File: src/rtl/fabric_fle_pkg.sv
// rtl/fabric_fle_pkg.sv - shared loader state type and configuration layout helpers
// Purpose: loader FSM encoding plus sizing/offset arithmetic for the FLE config image.
// Ports: none (package).
package fabric_fle_pkg;

  typedef enum logic [1:0] {
    LDR_IDLE = 2'd0,
    LDR_LOAD = 2'd1,
    LDR_DONE = 2'd2
  } ldr_state_e;

  // Bits of configuration owned by one element: LUT mask plus four control bits.
  function automatic int fle_cfg_w(input int lut_k);
    return (1 << lut_k) + 4;
  endfunction

  function automatic int fle_cfg_nwords(input int num_fle, input int lut_k, input int cfg_word);
    return (num_fle * fle_cfg_w(lut_k) + cfg_word - 1) / cfg_word;
  endfunction

  // Control-bit offsets inside one element's slice; they follow the LUT mask.
  function automatic int fle_off_sel0(input int lut_k);
    return 1 << lut_k;
  endfunction

  function automatic int fle_off_sel1(input int lut_k);
    return (1 << lut_k) + 1;
  endfunction

  function automatic int fle_off_byp0(input int lut_k);
    return (1 << lut_k) + 2;
  endfunction

  function automatic int fle_off_byp1(input int lut_k);
    return (1 << lut_k) + 3;
  endfunction

endpackage

File: src/rtl/fabric_fle_slice.sv
// rtl/fabric_fle_slice.sv - one fracturable logic element: LUT, carry bit, two scan flops
// Purpose: K-input LUT split into two (K-1)-input halves, one-bit adder, two flip-flops
//          with D-select and bypass, threaded on the cluster scan chain.
// Ports: clk/reset (sync, active-high); ff_clr clears both flops; cfg is this element's
//        config slice; lut_in/cin are combinational inputs; ld_en loads D; scan_en/sc_in
//        shift the chain; o6/cout/out are raw (ungated) outputs; sc_out is Q of FF1.
module fabric_fle_slice
  import fabric_fle_pkg::*;
#(
  parameter int LUT_K = 6,
  localparam int CFG_W = fle_cfg_w(LUT_K)
) (
  input  logic             clk,
  input  logic             reset,
  input  logic             ff_clr,
  input  logic [CFG_W-1:0] cfg,
  input  logic [LUT_K-1:0] lut_in,
  input  logic             cin,
  input  logic             ld_en,
  input  logic             scan_en,
  input  logic             sc_in,
  output logic             o6,
  output logic             cout,
  output logic [1:0]       out,
  output logic             sc_out
);

  localparam int HALF = 1 << (LUT_K - 1);

  logic [HALF-1:0] mask_lo;
  logic [HALF-1:0] mask_hi;
  logic            lut5_0;
  logic            lut5_1;
  logic            sum;
  logic [1:0]      d_sel;
  logic [1:0]      ff_d;
  logic [1:0]      ff_q;

  assign mask_lo = cfg[HALF-1:0];
  assign mask_hi = cfg[2*HALF-1:HALF];

  assign lut5_0 = mask_lo[lut_in[LUT_K-2:0]];
  assign lut5_1 = mask_hi[lut_in[LUT_K-2:0]];
  assign o6     = lut_in[LUT_K-1] ? lut5_1 : lut5_0;

  // Lower half acts as propagate, upper half as generate.
  assign sum  = lut5_0 ^ cin;
  assign cout = lut5_0 ? cin : lut5_1;

  assign d_sel[0] = cfg[fle_off_sel0(LUT_K)] ? sum : lut5_0;
  assign d_sel[1] = cfg[fle_off_sel1(LUT_K)] ? o6  : lut5_1;

  // Scan outranks functional load; chain order inside the element is FF0 then FF1.
  always_comb begin
    ff_d = ff_q;
    if (ff_clr) begin
      ff_d = '0;
    end else if (scan_en) begin
      ff_d = {ff_q[0], sc_in};
    end else if (ld_en) begin
      ff_d = d_sel;
    end
  end

  always_ff @(posedge clk) begin
    if (reset) begin
      ff_q <= '0;
    end else begin
      ff_q <= ff_d;
    end
  end

  assign out[0] = cfg[fle_off_byp0(LUT_K)] ? d_sel[0] : ff_q[0];
  assign out[1] = cfg[fle_off_byp1(LUT_K)] ? d_sel[1] : ff_q[1];
  assign sc_out = ff_q[1];

endmodule

File: src/rtl/fabric_fle_cluster.sv
// rtl/fabric_fle_cluster.sv - cluster of fracturable logic elements with word-serial config loader
// Purpose: holds the configuration register array and its loader FSM, chains carry and
//          scan across NUM_FLE slices, and gates outputs until configuration is complete.
// Ports: fabric_clk/fabric_reset (sync, active-high); cfg_start/cfg_valid/cfg_ready/
//        cfg_data/cfg_done form the loader handshake; scan_en/fabric_sc_in/fabric_sc_out
//        is the flop scan chain; fabric_in/fabric_enable/fabric_cin feed the elements;
//        fabric_out/fabric_o6/fabric_cout are the gated element outputs.
module fabric_fle_cluster
  import fabric_fle_pkg::*;
#(
  parameter int NUM_FLE  = 4,
  parameter int LUT_K    = 6,
  parameter int CFG_WORD = 8
) (
  input  logic                       fabric_clk,
  input  logic                       fabric_reset,
  input  logic                       cfg_start,
  input  logic                       cfg_valid,
  output logic                       cfg_ready,
  input  logic [CFG_WORD-1:0]        cfg_data,
  output logic                       cfg_done,
  input  logic                       scan_en,
  input  logic                       fabric_sc_in,
  output logic                       fabric_sc_out,
  input  logic [NUM_FLE*LUT_K-1:0]   fabric_in,
  input  logic [NUM_FLE-1:0]         fabric_enable,
  input  logic                       fabric_cin,
  output logic [2*NUM_FLE-1:0]       fabric_out,
  output logic [NUM_FLE-1:0]         fabric_o6,
  output logic                       fabric_cout
);

  localparam int CFG_W      = fle_cfg_w(LUT_K);
  localparam int CFG_TOTAL  = NUM_FLE * CFG_W;
  localparam int CFG_NWORDS = fle_cfg_nwords(NUM_FLE, LUT_K, CFG_WORD);
  localparam int WCNT_W     = $clog2(CFG_NWORDS + 1);
  localparam logic [WCNT_W-1:0] LAST_WORD = WCNT_W'(CFG_NWORDS - 1);

  ldr_state_e           state_d, state_q;
  logic [WCNT_W-1:0]    wcnt_d, wcnt_q;
  logic [CFG_TOTAL-1:0] cfg_mem_d, cfg_mem_q;
  logic                 ff_clr;
  logic [NUM_FLE-1:0]   o6_raw;
  logic [2*NUM_FLE-1:0] out_raw;
  logic                 cout_raw;

  always_comb begin
    state_d   = state_q;
    wcnt_d    = wcnt_q;
    cfg_mem_d = cfg_mem_q;
    ff_clr    = 1'b0;
    case (state_q)
      LDR_LOAD: begin
        // A restart inside LOAD only rewinds the counter; the word on cfg_data is dropped.
        if (cfg_start) begin
          wcnt_d = '0;
        end else if (cfg_valid) begin
          // Bits of the final word that fall past CFG_TOTAL have no home and are dropped.
          for (int b = 0; b < CFG_TOTAL; b++) begin
            if (b / CFG_WORD == int'(wcnt_q)) begin
              cfg_mem_d[b] = cfg_data[b % CFG_WORD];
            end
          end
          wcnt_d = wcnt_q + 1'b1;
          if (wcnt_q == LAST_WORD) begin
            state_d = LDR_DONE;
          end
        end
      end
      default: begin
        if (cfg_start) begin
          state_d = LDR_LOAD;
          wcnt_d  = '0;
          ff_clr  = 1'b1;
        end
      end
    endcase
  end

  always_ff @(posedge fabric_clk) begin
    if (fabric_reset) begin
      state_q   <= LDR_IDLE;
      wcnt_q    <= '0;
      cfg_mem_q <= '0;
    end else begin
      state_q   <= state_d;
      wcnt_q    <= wcnt_d;
      cfg_mem_q <= cfg_mem_d;
    end
  end

  assign cfg_ready = (state_q == LDR_LOAD);
  assign cfg_done  = (state_q == LDR_DONE);

  // Per-element link signals keep the ripple carry and scan chain as distinct nets.
  for (genvar i = 0; i < NUM_FLE; i++) begin : g_fle
    logic cin_i;
    logic sc_in_i;
    logic cout_i;
    logic sc_out_i;

    if (i == 0) begin : g_head
      assign cin_i   = fabric_cin;
      assign sc_in_i = fabric_sc_in;
    end else begin : g_link
      assign cin_i   = g_fle[i-1].cout_i;
      assign sc_in_i = g_fle[i-1].sc_out_i;
    end

    fabric_fle_slice #(
      .LUT_K(LUT_K)
    ) u_slice (
      .clk     (fabric_clk),
      .reset   (fabric_reset),
      .ff_clr  (ff_clr),
      .cfg     (cfg_mem_q[i*CFG_W +: CFG_W]),
      .lut_in  (fabric_in[i*LUT_K +: LUT_K]),
      .cin     (cin_i),
      .ld_en   (cfg_done & fabric_enable[i]),
      .scan_en (scan_en),
      .sc_in   (sc_in_i),
      .o6      (o6_raw[i]),
      .cout    (cout_i),
      .out     (out_raw[2*i +: 2]),
      .sc_out  (sc_out_i)
    );
  end

  assign cout_raw      = g_fle[NUM_FLE-1].cout_i;
  assign fabric_sc_out = g_fle[NUM_FLE-1].sc_out_i;

  // Half-written configuration must never reach the routing.
  assign fabric_out  = cfg_done ? out_raw  : '0;
  assign fabric_o6   = cfg_done ? o6_raw   : '0;
  assign fabric_cout = cfg_done ? cout_raw : 1'b0;

endmodule
File: config.mk
export PLATFORM = sky130hd
export DESIGN_NAME = fabric_fle_cluster
export DESIGN_NICKNAME = d
export VERILOG_FILES = /design/src/rtl/fabric_fle_pkg.sv /design/src/rtl/fabric_fle_slice.sv /design/src/rtl/fabric_fle_cluster.sv
export SDC_FILE = /design/constraint.sdc
export NUM_CORES = 1
export LEC_CHECK = 0
export BUFFER_PORTS_ARGS = -buffer_cell sky130_fd_sc_hd__buf_2
export CELL_PAD_IN_SITES_DETAIL_PLACEMENT = 0
export CELL_PAD_IN_SITES_GLOBAL_PLACEMENT = 1
export CORE_UTILIZATION = 40
export CTS_BUF_LIST = sky130_fd_sc_hd__clkbuf_2 sky130_fd_sc_hd__clkbuf_4 sky130_fd_sc_hd__clkbuf_8
export CTS_CLUSTER_SIZE = 10
export DETAILED_ROUTE_END_ITERATION = 7
export HOLD_SLACK_MARGIN = 0.1
export PLACE_DENSITY_LB_ADDON = 0.1
export REMOVE_ABC_BUFFERS = 1
export SLEW_MARGIN = 25
export SYNTH_ARGS = -nofsm -noshare
export SYNTH_HDL_FRONTEND = slang
export SYNTH_SLANG_ARGS = --single-unit
File: constraint.sdc
create_clock -name fabric_clk -period 3.59 [get_ports fabric_clk]
set_clock_uncertainty 0.15 [all_clocks]
set_input_delay 0.718 -clock fabric_clk [delete_from_list [all_inputs] [get_ports fabric_clk]]
set_output_delay 0.718 -clock fabric_clk [all_outputs]
set_load 0.005 [all_outputs]
* Word level (Yosys, flattened, before mapping) *
Index checks and enable logic that the tools add are counted.
W data, S select, Z words.

storage, ports and cells
  output and inout bits = 16
  input port bits = 43
  word-level logic and storage cells = 198
  register bits = 288

cells by class
  add/sub/neg operators = 1
  bitwise operators = 9
  reductions and logical operators = 45
  eq/ne operators = 37
  multiplexer cells = 62
  $lt $le $gt $ge = 4

operators with widths
  cell                   count
  $reduce_and A4 Y1      35
  $eq A6 B6 Y1 const A   18
  $eq A5 B6 Y1 const A   8
  $bmux W1 S5            8
  $mux W1                35
  $mux W2                13
  $eq A4 B6 Y1 const A   4
  $lt A5 B6 Y1 const B   4
  $mux W6                4
  $reduce_bool A2 Y1     7
  $eq A3 B6 Y1 const A   2
  $mux W8                1
  $add A6 B1 Y6 const B  1
  $eq A2 B6 Y1 const A   1
  $eq A6 B6 Y1 const B   1
  $logic_not A6 Y1       1
  $and A1 B1 Y1          4
  $mux W4                1
  $xor A1 B1 Y1          4
  $eq A2 B1 Y1 const B   1
  $eq A2 B2 Y1 const B   1
  $ne A2 B2 Y1 const B   1
  $reduce_and A2 Y1      1
  $reduce_or A2 Y1       1
  $not A1 Y1             1

* Logic depth before layout (Yosys ltp) *
Gate-level depths: netlist of the first run.

  word-level depth = 9
  depth in mapped cells = 12
  depth with buffers taken out = 9

* Cells and area by module *
From an unflattened synthesis of the first run, not the netlist that was laid out.

unflattened totals
  cells, all modules = 1435
  area, all modules = 14241.2 µm²

modules (own cells, without submodules)
  module              cells an instance  times used  area an instance (µm²)  seq. area each (µm²)
  fabric_fle_cluster  1011               1           10812.9                 5605.4
  fabric_fle_slice    106                4           857.1                   40.0

* Least setup slack after synthesis of the first run *
OpenSTA, ideal clock, no wires.

  kind = in2out
  start point = input fabric_in[18]
  end point = output fabric_out[6]
  required time = 2.722 ns
  path slack = 0.013 ns
  arrival time = 2.709 ns
  cell stages on the path = 7
  buffers on the path = 2
  cell sequence = buf_6 > buf_6 > mux4_2 > mux4_2 > mux2_2 > xnor2_1 > a211oi_1

on the way
  word-level cells in the longest chain between the ends = 6

ends and longest elaborated chain
  item                             line                       text
  start: declaration               fabric_fle_cluster.sv:25   input logic [NUM_FLE*LUT_K-1:0] fabric_in,
  $bmux W1 S5 *                    fabric_fle_slice.sv:42     assign lut5_0 = mask_lo[lut_in[LUT_K-2:0]];
  $mux W1 (not written as such) *  fabric_fle_slice.sv:42
  $xor A1 B1 Y1                    fabric_fle_slice.sv:47     assign sum = lut5_0 ^ cin;
  $mux W1 *                        fabric_fle_slice.sv:50     assign d_sel[0] = cfg[fle_off_sel0(LUT_K)] ? sum : lut5_0;
  $mux W1 *                        fabric_fle_slice.sv:73     assign out[0] = cfg[fle_off_byp0(LUT_K)] ? d_sel[0] : ff_q[0];
  $mux W8 *                        fabric_fle_cluster.sv:133  assign fabric_out = cfg_done ? out_raw : '0;
  end: declaration                 fabric_fle_cluster.sv:28   output logic [2*NUM_FLE-1:0] fabric_out,

Mark *: on every way between the ends. The rest lies on a longest branch, timed or not. The select of a mux whose other input is x is not followed.

* Final worst setup path of the first run *
  start point = input fabric_in[18]
  end point = output fabric_out[7]

on the way
  word-level cells in the longest chain between the ends = 6
  elaborated cells between the ends (all ways) = 8
  those cells by class = mux: 8

ends and longest elaborated chain
  item                            line                                            text
  $bmux W1 S5 (on tied branches)  fabric_fle_slice.sv:42, fabric_fle_slice.sv:43
  $mux W1 (on tied branches)      fabric_fle_slice.sv:42, fabric_fle_slice.sv:43
  $mux W1                         fabric_fle_slice.sv:44                          assign o6 = lut_in[LUT_K-1] ? lut5_1 : lut5_0;
  $mux W1 *                       fabric_fle_slice.sv:51                          assign d_sel[1] = cfg[fle_off_sel1(LUT_K)] ? o6 : lut5_1;
  $mux W1 *                       fabric_fle_slice.sv:74                          assign out[1] = cfg[fle_off_byp1(LUT_K)] ? d_sel[1] : ff_q[1];
  $mux W8 *                       fabric_fle_cluster.sv:133

Marks and branches as above.

==> out/metrics.cfg, run 1 <==
[flow_run]
maxCapViolCount = 0

[critical_path]
r2r_cells = 7
worst-setup-path-type = in2out
r2r_end = cfg_mem_q[38]
reg2reg_from = state_q[1]
worst_ep_arrival_time_ns = 2.93
cp_max_fo = 6
worstPathRequired_ns = 2.72
crit_start = fabric_in[18]
rrSetupSlack_ns = 0.77
startpoint_type = input pin
cp-end-kind = primary output

[final_layout]
fin_cells = 2029
post-route-util_pct = 48.7
nNetsFinal = 1602
area_delta_synth_final_pct = 19.4
layout_common_cells = dfxtp_1, mux2i_1, nor2_1, nand2_1, a21oi_1
final_common_cell = dfxtp_1
antenna_cells = 0
final_layout_size_suffix_gt1_share_pct = 21.6

[sta]
worst_pin_slew_ns = 1.13
tns_ns = -0.977
setup_violations = 7
maxSlewViolCount = 0
max_freq_ghz = 0.264
fin_crit_sh_pct = 106
maxSlewHeadroom_pct = 24.5
rsz0062_at_grt = true
fin_ws_ns = -0.204
finalHoldViolCount = 0
fin_crit_ns = 3.79

[logic_synthesis]
netlist_top_cells_area = dfxtp_1, mux2i_1, mux4_2
seq_area_frac_synth_pct = 43.2
synth_top_area_cell = dfxtp_1
async_reset_ff_share_pct = 0
synth_cell_type_count = 62
synth_flop_cell = dfxtp_1
syn_avg_cell_area_um2 = 9.09
synth_edf_count = 0
syn_area_um2 = 13300
ys_seq_elements = 288
syn_inst = 1468
synth_top_cell_area_share_pct = 43.2
ys_warn_count = 0

[global_route]
grt_max_degree = 149
grt_pass1_vias = 10500
grt_first_pass_wirelength_mm = 61.0
track_usage_pct = 23.3
grt_overflow = 0
grt_antenna_before_repair = 0

[clock_network]
ctsHoldBuffers = 0
cts.sinks = 288
cts_root_buffer = clkbuf_8
clkTransAtPathRegs_ns = 0.06
clock_latency_ns = 0.59
htreeDepth = 2
cts_buffers = 51
clockBufferDepth = 3
tritoncts = built

[route]
met3_length_mm = 1.27
vias = 10700
wl_per_cell_um = 19.3
met1Wirelength_mm = 18.6
drc_errors = 0
dr_wl_met2_mm = 18.6
wl_mm = 39.2
top_layer = met4
via_per_inst = 5.28
drtIter0Drc = 622
drtAntennaViolNets = 0
drt-pass1-iter-count = 5

[run_status]
status = complete, but fails checks
failed_checks = negative setup slack

[power]
power_density_nw_per_um2 = 429
leakage_nw = 5.73
ir_worst_vdd_mv = 0.313

[hold_path]
whs_endpoint = cfg_mem_q[49]
hold_class = reg2reg
hp-start = cfg_mem_q[49]
min_path_cells = 2

[die]
die-height_um = 185
die-area_um2 = 34100
rows = 66
pin_count = 59
core_um2 = 32700
die_x_um = 185
initial_core_util_pct = 40.8

[placed_design]
dpl.cell_count = 1930
port_buffers = 58
place_hpwl_mm = 24.0
gp_congestion = 0.771

[worst max path at each step]
stage / endpoint / slack (ns)
floorplan: cfg_mem_q[72] / 0.27
global placement: fabric_out[6] / -0.48
detailed placement: fabric_out[6] / -0.49
CTS: fabric_out[6] / -0.23
global route: fabric_out[6] / -0.30
finish: fabric_out[7] / -0.20
[critical path, stage by stage]
cell and delay (ns):
buf_12 0.09, buf_12 0.13, mux4_2 0.53, mux4_2 0.47
mux2_4 0.31, buf_6 0.14, mux2i_4 0.14, nor2_1 0.06
a21oi_1 0.12, nor2_1 0.06, buf_2 0.16
[metal layers]
layer  vias to the layer above  global-route usage [%]
li1                       5303                       -
met1                      5192                    31.7
met2                       172                    38.4
met3                        55                    3.06
met4                         0                    6.47
met5                         -                       0
[synth_stat cells, drive strengths merged (2+ instances only)]
master	count
and4	2
a31oi	7
xor2	2
ha	4
nand2	170
inv	6
a311oi	2
o22ai	2
nand4	2
o22a	2
nand2b	13
nand3	133
mux2	7
or2	5
dfxtp	288
a22oi	21
a21oi	139
a211oi	4
mux2i	235
buf	32
xnor2	4
and2	7
and3	3
o31a	2
nor2	199
o21ai	14
nor3	4
a22o	6
clkbuf	92
nor2b	9
mux4	32
nor4b	2
o211ai	3
[flip-flops by register name, summed over array words and instances, names as in the netlist]
| signal | flops |
|---|---|
| wcnt_q | 6 |
| state_q | 2 |
| g_fle.u_slice.ff_q | 8 |
| cfg_mem_q | 272 |
[cells by family (layout without fill, tap and decap cells)]
group                    count (synthesis)  count (layout)  share of synthesized area, %
flip-flops                             288             288                          43.2
XOR/XNOR                                 6               6                         0.394
buffers and inverters                  130             249                          4.30
adder cells (fa/ha/maj)                  4               4                         0.375
AO/OA/AOI/OAI                          210             210                          9.17
AND/OR/NAND/NOR                        556             556                          18.8
multiplexers                           274             274                          23.7
[metrics by stage]
stage	cell area (um^2)	hold slack, ns	setup slack (ns)	power (mW)
after CTS	15800	0.280	-0.230	6.90
after global routing	15900	0.304	-0.304	7.09
final	15900	0.301	-0.204	6.83
after detailed placement	14400	0.296	-0.488	3.75
after global placement	14400	0.292	-0.478	3.75
after floorplan	12800	0.277	0.267	3.42
[cell type report]
cell class / count / area (um^2)
clock inverters: 5 / 40.0
clock buffers: 80 / 988
well taps: 442 / 553
multi-input cells: 1050 / 7210
flip-flops and latches: 288 / 5770
repair buffers: 158 / 1340
inverters: 6 / 22.5
fillers: 3208 / 16800
[timing repair]
item | 4_1_cts | 5_1_grt
endpoints found under the setup margin | 7 | 9
gates cloned | 4 | 0
pin swaps | 17 | 14
buffers inserted | 8 | 3
resized for setup | 51 | 30
[where the power goes]
part	switching (mW)	total, mW	internal [mW]
combinational	0.322	0.525	0.202
clock	1.36	3.09	1.74
sequential	0.00502	3.21	3.20
total	1.68	6.83	5.14
(Power assumes the default switching activity.)
==> run 2, diff against run 1 <==
==> constraint.sdc (replaced) <==
create_clock -name fabric_clk -period 3.3 [get_ports fabric_clk]
set_clock_uncertainty 0.15 [all_clocks]
set_input_delay 0.66 -clock fabric_clk [delete_from_list [all_inputs] [get_ports fabric_clk]]
set_output_delay 0.66 -clock fabric_clk [all_outputs]
set_load 0.005 [all_outputs]
==> out/metrics.cfg, run 2 (synthesis gave the netlist of run 1 again) <==
[run_status]
status = complete, but fails checks
failed_checks = negative setup slack

[clock_network]
cts_buffers = 51  ; unchanged
cts.sinks = 288  ; unchanged
tritoncts = built
cts_root_buffer = clkbuf_8
clock_latency_ns = 0.60  ; about the same
clockBufferDepth = 3  ; unchanged
htreeDepth = 2  ; unchanged
clkTransAtPathRegs_ns = 0.06  ; about the same

[final_layout]
multiInputGateArea_um2 = 7260  ; +0.68%
fin_cells = 2043  ; +0.69%
final_area_um2 = 16200  ; +1.7%
final_layout_size_suffix_gt1_share_pct = 22.7  ; +1.1 points
area_delta_synth_final_pct = 21.5
top_regs = cfg_mem_q x272, g_fle.u_slice.ff_q x8, wcnt_q x6
antenna_cells = 0  ; unchanged
nNetsFinal = 1606  ; +0.25%
final_common_cell = dfxtp_1
layout_common_cells = dfxtp_1, mux2i_1, nor2_1, nand2_1, a21oi_1
area.sequential_um2 = 5770  ; about the same
largest_reg_flops = 272  ; unchanged
nFillCells = 3153  ; -1.7%
regMostFlops = cfg_mem_q

[power]
switching_share_pct = 25.1  ; +0.40 points
clockPowerShare_pct = 46.8  ; +1.5 points
p_switching_mw = 1.93  ; +15%
leakage_nw = 5.85  ; +2.1%
comb_power_share_pct = 7.9  ; +0.2 points
ir_worst_vdd_mv = 0.372  ; +19%
p_seq_share_pct = 45.4  ; -1.6 points
power_density_nw_per_um2 = 475  ; +11%
power_mw = 7.69  ; +13%
p_int_mw = 5.77  ; +12%

[critical_path]
cp_max_fo = 4  ; -2
path_cells = mux4_2, mux2i_2, o22a_1, nand3_4, nor2b_4, a31oi_4, a21boi_2, xnor2_2, a211oi_2, buf_4, buf_6
worst-setup-path-type = reg2out
startpoint_type = register
worstPathRequired_ns = 2.49  ; -0.23 ns
worst-path-buf-inv = 2  ; -2
max_stage_delay_ns = 0.46  ; -0.07 ns
cp-end-kind = primary output
cp_top_family = multiplexers
rrSetupSlack_ns = 0.59  ; -0.18 ns
worst_path_max_delay_cell = mux4_2
worst_ep_arrival_time_ns = 2.92  ; about the same

[route]
wl_mm = 39.4  ; +0.50%
drtAntennaViolNets = 0  ; unchanged
wl_per_cell_um = 19.3  ; -0.18%
vias = 10800  ; +0.76%
via_per_inst = 5.29  ; about the same
drtIter0Drc = 753  ; +21%
drc_errors = 0  ; unchanged
drt-pass1-iter-count = 5  ; unchanged

[placed_design]
port_buffers = 58  ; unchanged
place_ws_ns = -0.671  ; -0.183 ns
place_hpwl_mm = 24.3  ; +1.0%
dpl.cell_count = 1930  ; unchanged
gp_congestion = 0.780  ; +1.1%
dpl_cell_area_um2 = 14500  ; +0.40%

[global_route]
grt_pass1_vias = 10500  ; +0.32%
track_usage_pct = 23.4  ; +0.15 points
grt_antenna_before_repair = 1  ; +1
grt_overflow = 0  ; unchanged
grt_max_degree = 86  ; -42%
grt_first_pass_wirelength_mm = 61.5  ; +0.84%

[sta]
maxSlewHeadroom_pct = 48.1  ; +24 points
max_freq_ghz = 0.268
worst_pin_slew_ns = 0.779  ; -0.353 ns
fin_crit_sh_pct = 113
fin_crit_ns = 3.73
maxSlewViolCount = 0  ; unchanged
finalHoldViolCount = 0  ; unchanged
rsz0062_at_grt = true
setup_violations = 8  ; +1
fin_ws_ns = -0.426  ; -0.222 ns

[die]
pin_count = 59  ; unchanged
core_um2 = 32700  ; unchanged
die_x_um = 185  ; unchanged
initial_core_util_pct = 40.8  ; unchanged
rows = 66  ; unchanged
die-area_um2 = 34100  ; unchanged
die-height_um = 185  ; unchanged

[hold_path]
hold_class = in2reg

[flow_run]
maxCapViolCount = 0  ; unchanged

run 2: tightest hold or removal path, cell delays in order:
cell and delay (ns):
buf_2 0.12, nand4_1 0.08, o21ai_1 0.05
run 2: routing by layer:
metal / vias up / share of wire [%] / track usage, %
li1: 5315 / - / -
met1: 5256 / 47 / 32.6
met2: 184 / 47 / 37.8
met3: 49 / 3.9 / 3.56
met4: 0 / 1.5 / 5.77
met5: - / 0 / 0
run 2: through the flow:
| step | utilization [%] | setup TNS, ns | hold slack [ns] |
|---|---|---|---|
| 3_3_place_gp | 44.2 | -3.60 | 0.291 |
| 6_report | 49.6 | -2.32 | 0.234 |
| 2_1_floorplan | - | 0 | 0.277 |
| 5_1_grt | 49.6 | -3.64 | 0.209 |
| 3_5_place_dp | 44.2 | -3.65 | 0.297 |
| 4_1_cts | 49.0 | -2.64 | 0.205 |
run 2: layout make-up:
class	instances	area share [%]
inverter	6	0.139
timing repair buffer	162	9.03
tap	442	3.41
multi-input combinational	1050	44.8
clock buffer	82	6.50
sequential	288	35.6
clock inverter	13	0.517
run 2: path summary, 6_finish.rpt:
path	cells past startpoint	start	end
min reg2reg	2	cfg_mem_q[0]	cfg_mem_q[0]
max	11	cfg_mem_q[139]	fabric_out[6]
min	3	fabric_enable[3]	g_fle[3].u_slice.ff_q[0]
max reg2reg	7	state_q[1]	cfg_mem_q[134]
run 2: repair_timing:
| item | in CTS | in global routing |
|---|---|---|
| gates resized for setup | 67 | 23 |
| endpoints found under the setup margin | 11 | 12 |
| pin swaps | 18 | 11 |
| hold buffers | 0 | 0 |
| setup buffers | 6 | 7 |
| gates cloned | 5 | 1 |
run 2: power by group through the flow:
stage | clock network, mW | logic [mW] | registers [mW]
2_1_floorplan | 0 | 0.151 | 3.56
4_1_cts | 3.70 | 0.586 | 3.49
6_report | 3.60 | 0.605 | 3.49
5_1_grt | 3.86 | 0.645 | 3.49
3_3_place_gp | 0 | 0.520 | 3.57
3_5_place_dp | 0 | 0.519 | 3.57
==> run 3, diff against run 2 <==
--- a/config.mk
+++ b/config.mk
@@ -8,6 +8,7 @@
 export BUFFER_PORTS_ARGS = -buffer_cell sky130_fd_sc_hd__buf_2
 export CELL_PAD_IN_SITES_DETAIL_PLACEMENT = 0
 export CELL_PAD_IN_SITES_GLOBAL_PLACEMENT = 1
+export CORE_ASPECT_RATIO = 1.4
 export CORE_UTILIZATION = 40
 export CTS_BUF_LIST = sky130_fd_sc_hd__clkbuf_2 sky130_fd_sc_hd__clkbuf_4 sky130_fd_sc_hd__clkbuf_8
 export CTS_CLUSTER_SIZE = 10
==> out/metrics.cfg, run 3 (synthesis gave the netlist of run 1 again) <==
[global_route]
track_usage_pct = 23.7  ; +0.26 points
grt_pass1_vias = 10700  ; +1.8%
grt_antenna_before_repair = 0  ; -1
grt_first_pass_wirelength_mm = 62.1  ; +0.87%
grt_overflow = 0  ; unchanged
grt_max_degree = 131  ; +52%

[final_layout]
area_delta_synth_final_pct = 20.9
final_layout_size_suffix_gt1_share_pct = 23.3  ; +0.59 points
nFillCells = 3169  ; +0.51%
regMostFlops = cfg_mem_q
nNetsFinal = 1620  ; +0.87%
area.sequential_um2 = 5770  ; about the same
post-route-util_pct = 49.5  ; -0.097 points
layout_common_cells = dfxtp_1, mux2i_1, nor2_1, nand2_1, nand3_1
top_regs = cfg_mem_q x272, g_fle.u_slice.ff_q x8, wcnt_q x6
largest_reg_flops = 272  ; unchanged
final_common_cell = dfxtp_1
final_area_um2 = 16100  ; -0.52%
antenna_cells = 0  ; unchanged
fin_cells = 2048  ; +0.24%
multiInputGateArea_um2 = 7290  ; +0.40%

[die]
pin_count = 59  ; unchanged
core_um2 = 32600  ; -0.32%
die_x_um = 156  ; -15%
rows = 78  ; +18%
die-height_um = 218  ; +18%
initial_core_util_pct = 40.9  ; +0.13 points
die-area_um2 = 34100  ; about the same

[critical_path]
worst_ep_arrival_time_ns = 2.94  ; +0.02 ns
cp_max_fo = 8  ; +4
cp.depth = 13  ; +2
worst-setup-path-type = in2out
reg2reg_from = state_q[1]
worstPathRequired_ns = 2.49  ; about the same
cp_top_family = compound AO/OA/AOI/OAI gates
worst-path-buf-inv = 6  ; +4
worst_path_max_delay_cell = o2111ai_2
path_cells = buf_8, buf_12, buf_4, buf_12, buf_4, mux2i_1, a21oi_2, a211o_1, o2111ai_2, a21boi_2, xnor2_1, a211oi_2, buf_2
r2r_cells = 7  ; unchanged
max_stage_delay_ns = 0.31  ; -0.15 ns
crit_start = fabric_in[1]
cp-end-kind = primary output
startpoint_type = input pin

[sta]
max_freq_ghz = 0.267  ; -0.62%
setup_violations = 11  ; +3
worst_pin_slew_ns = 0.755  ; -0.0241 ns
maxSlewHeadroom_pct = 49.7  ; +1.6 points
fin_crit_ns = 3.75  ; +0.0232 ns
rsz0062_at_grt = true
fin_crit_sh_pct = 114  ; +0.70 points
hold_ws_ns = 0.217  ; -0.0169 ns
finalHoldViolCount = 0  ; unchanged
maxSlewViolCount = 0  ; unchanged
fin_ws_ns = -0.449  ; -0.0232 ns

[placed_design]
dpl_cell_area_um2 = 14600  ; +0.66%
place_hpwl_mm = 24.7  ; +1.6%
gp_congestion = 0.810  ; +3.8%
port_buffers = 58  ; unchanged
dpl.cell_count = 1946  ; +0.83%

[route]
vias = 10800  ; -0.093%
wl_mm = 39.2  ; -0.54%
wl_per_cell_um = 19.2  ; -0.78%
drc_errors = 0  ; unchanged
via_per_inst = 5.27  ; -0.34%
drtAntennaViolNets = 0  ; unchanged
drtIter0Drc = 599  ; -20%
drt-pass1-iter-count = 5  ; unchanged

[clock_network]
clock_latency_ns = 0.61  ; about the same
clkTransAtPathRegs_ns = 0.06  ; about the same
cts.sinks = 288  ; unchanged
clockBufferDepth = 3  ; unchanged
htreeDepth = 2  ; unchanged
cts_root_buffer = clkbuf_8
tritoncts = built
cts_buffers = 48  ; -5.9%
ctsHoldBuffers = 0  ; unchanged

[run_status]
status = complete, but fails checks
failed_checks = negative setup slack

[power]
leakage_nw = 5.81  ; -0.54%
power_mw = 7.44  ; -3.3%
ir_worst_vdd_mv = 0.303  ; -19%
power_density_nw_per_um2 = 462  ; -2.7%

[hold_path]
min_path_cells = 3  ; unchanged
hp-start = fabric_enable[3]
hold_class = in2reg

[flow_run]
maxCapViolCount = 0  ; unchanged

-- run 3: cell type report --
| type | instances | share of cell area, % |
|---|---|---|
| clock buffers | 79 | 6.04 |
| repair buffers | 179 | 9.19 |
| multi-input cells | 1050 | 45.2 |
| clock inverters | 6 | 0.233 |
| well taps | 440 | 3.41 |
| flip-flops and latches | 288 | 35.8 |
| inverters | 6 | 0.140 |
-- run 3: worst paths after layout --
check,endpoint,slack [ns]
worst max-delay path,fabric_out[6],-0.45
worst min-delay path,g_fle[3].u_slice.ff_q[0],0.22
worst max register to register,cfg_mem_q[70],0.50
worst min register to register,cfg_mem_q[53],0.30
-- run 3: worst register-to-register path, stage by stage, from the launching register on --
cell and delay, ns:
dfxtp_1 0.32, and2b_1 0.31, nand2_1 0.20, or4_1 0.61
nor2_2 0.49, nand2_1 0.35, nand2_1 0.15, a21oi_1 0.08
-- run 3: what timing repair did --
item / CTS / global route
pin swaps: 26 / 13
endpoints found under the setup margin: 13 / 13
gates cloned: 1 / 0
resized for setup: 82 / 12
buffers inserted: 18 / 3
-- run 3: layer usage --
layer  wire length, um  global-route usage [%]  up-vias  share of wire, %
li1                  -                       -     5328                 -
met1             17600                    30.1     5207                45
met2             19400                    41.0      201                49
met3              1410                    3.64       58               3.6
met4               877                    6.93        0               2.2
met5                 0                       0        -                 0
-- run 3: stage by stage --
| stage | setup TNS, ns | setup slack, ns |
|---|---|---|
| 2_1_floorplan | 0 | 0.0355 |
| 3_5_place_dp | -5.07 | -0.799 |
| 3_3_place_gp | -4.84 | -0.740 |
| 5_1_grt | -4.16 | -0.559 |
| 4_1_cts | -2.82 | -0.435 |
| 6_report | -2.81 | -0.449 |
-- run 3: report_power, final --
part	switching, mW	internal, mW	leakage, nW	total (mW)
sequential	0.00517	3.48	2.32	3.49
combinational	0.364	0.246	2.96	0.609
clock	1.49	1.86	0.534	3.34
total	1.86	5.59	5.81	7.44
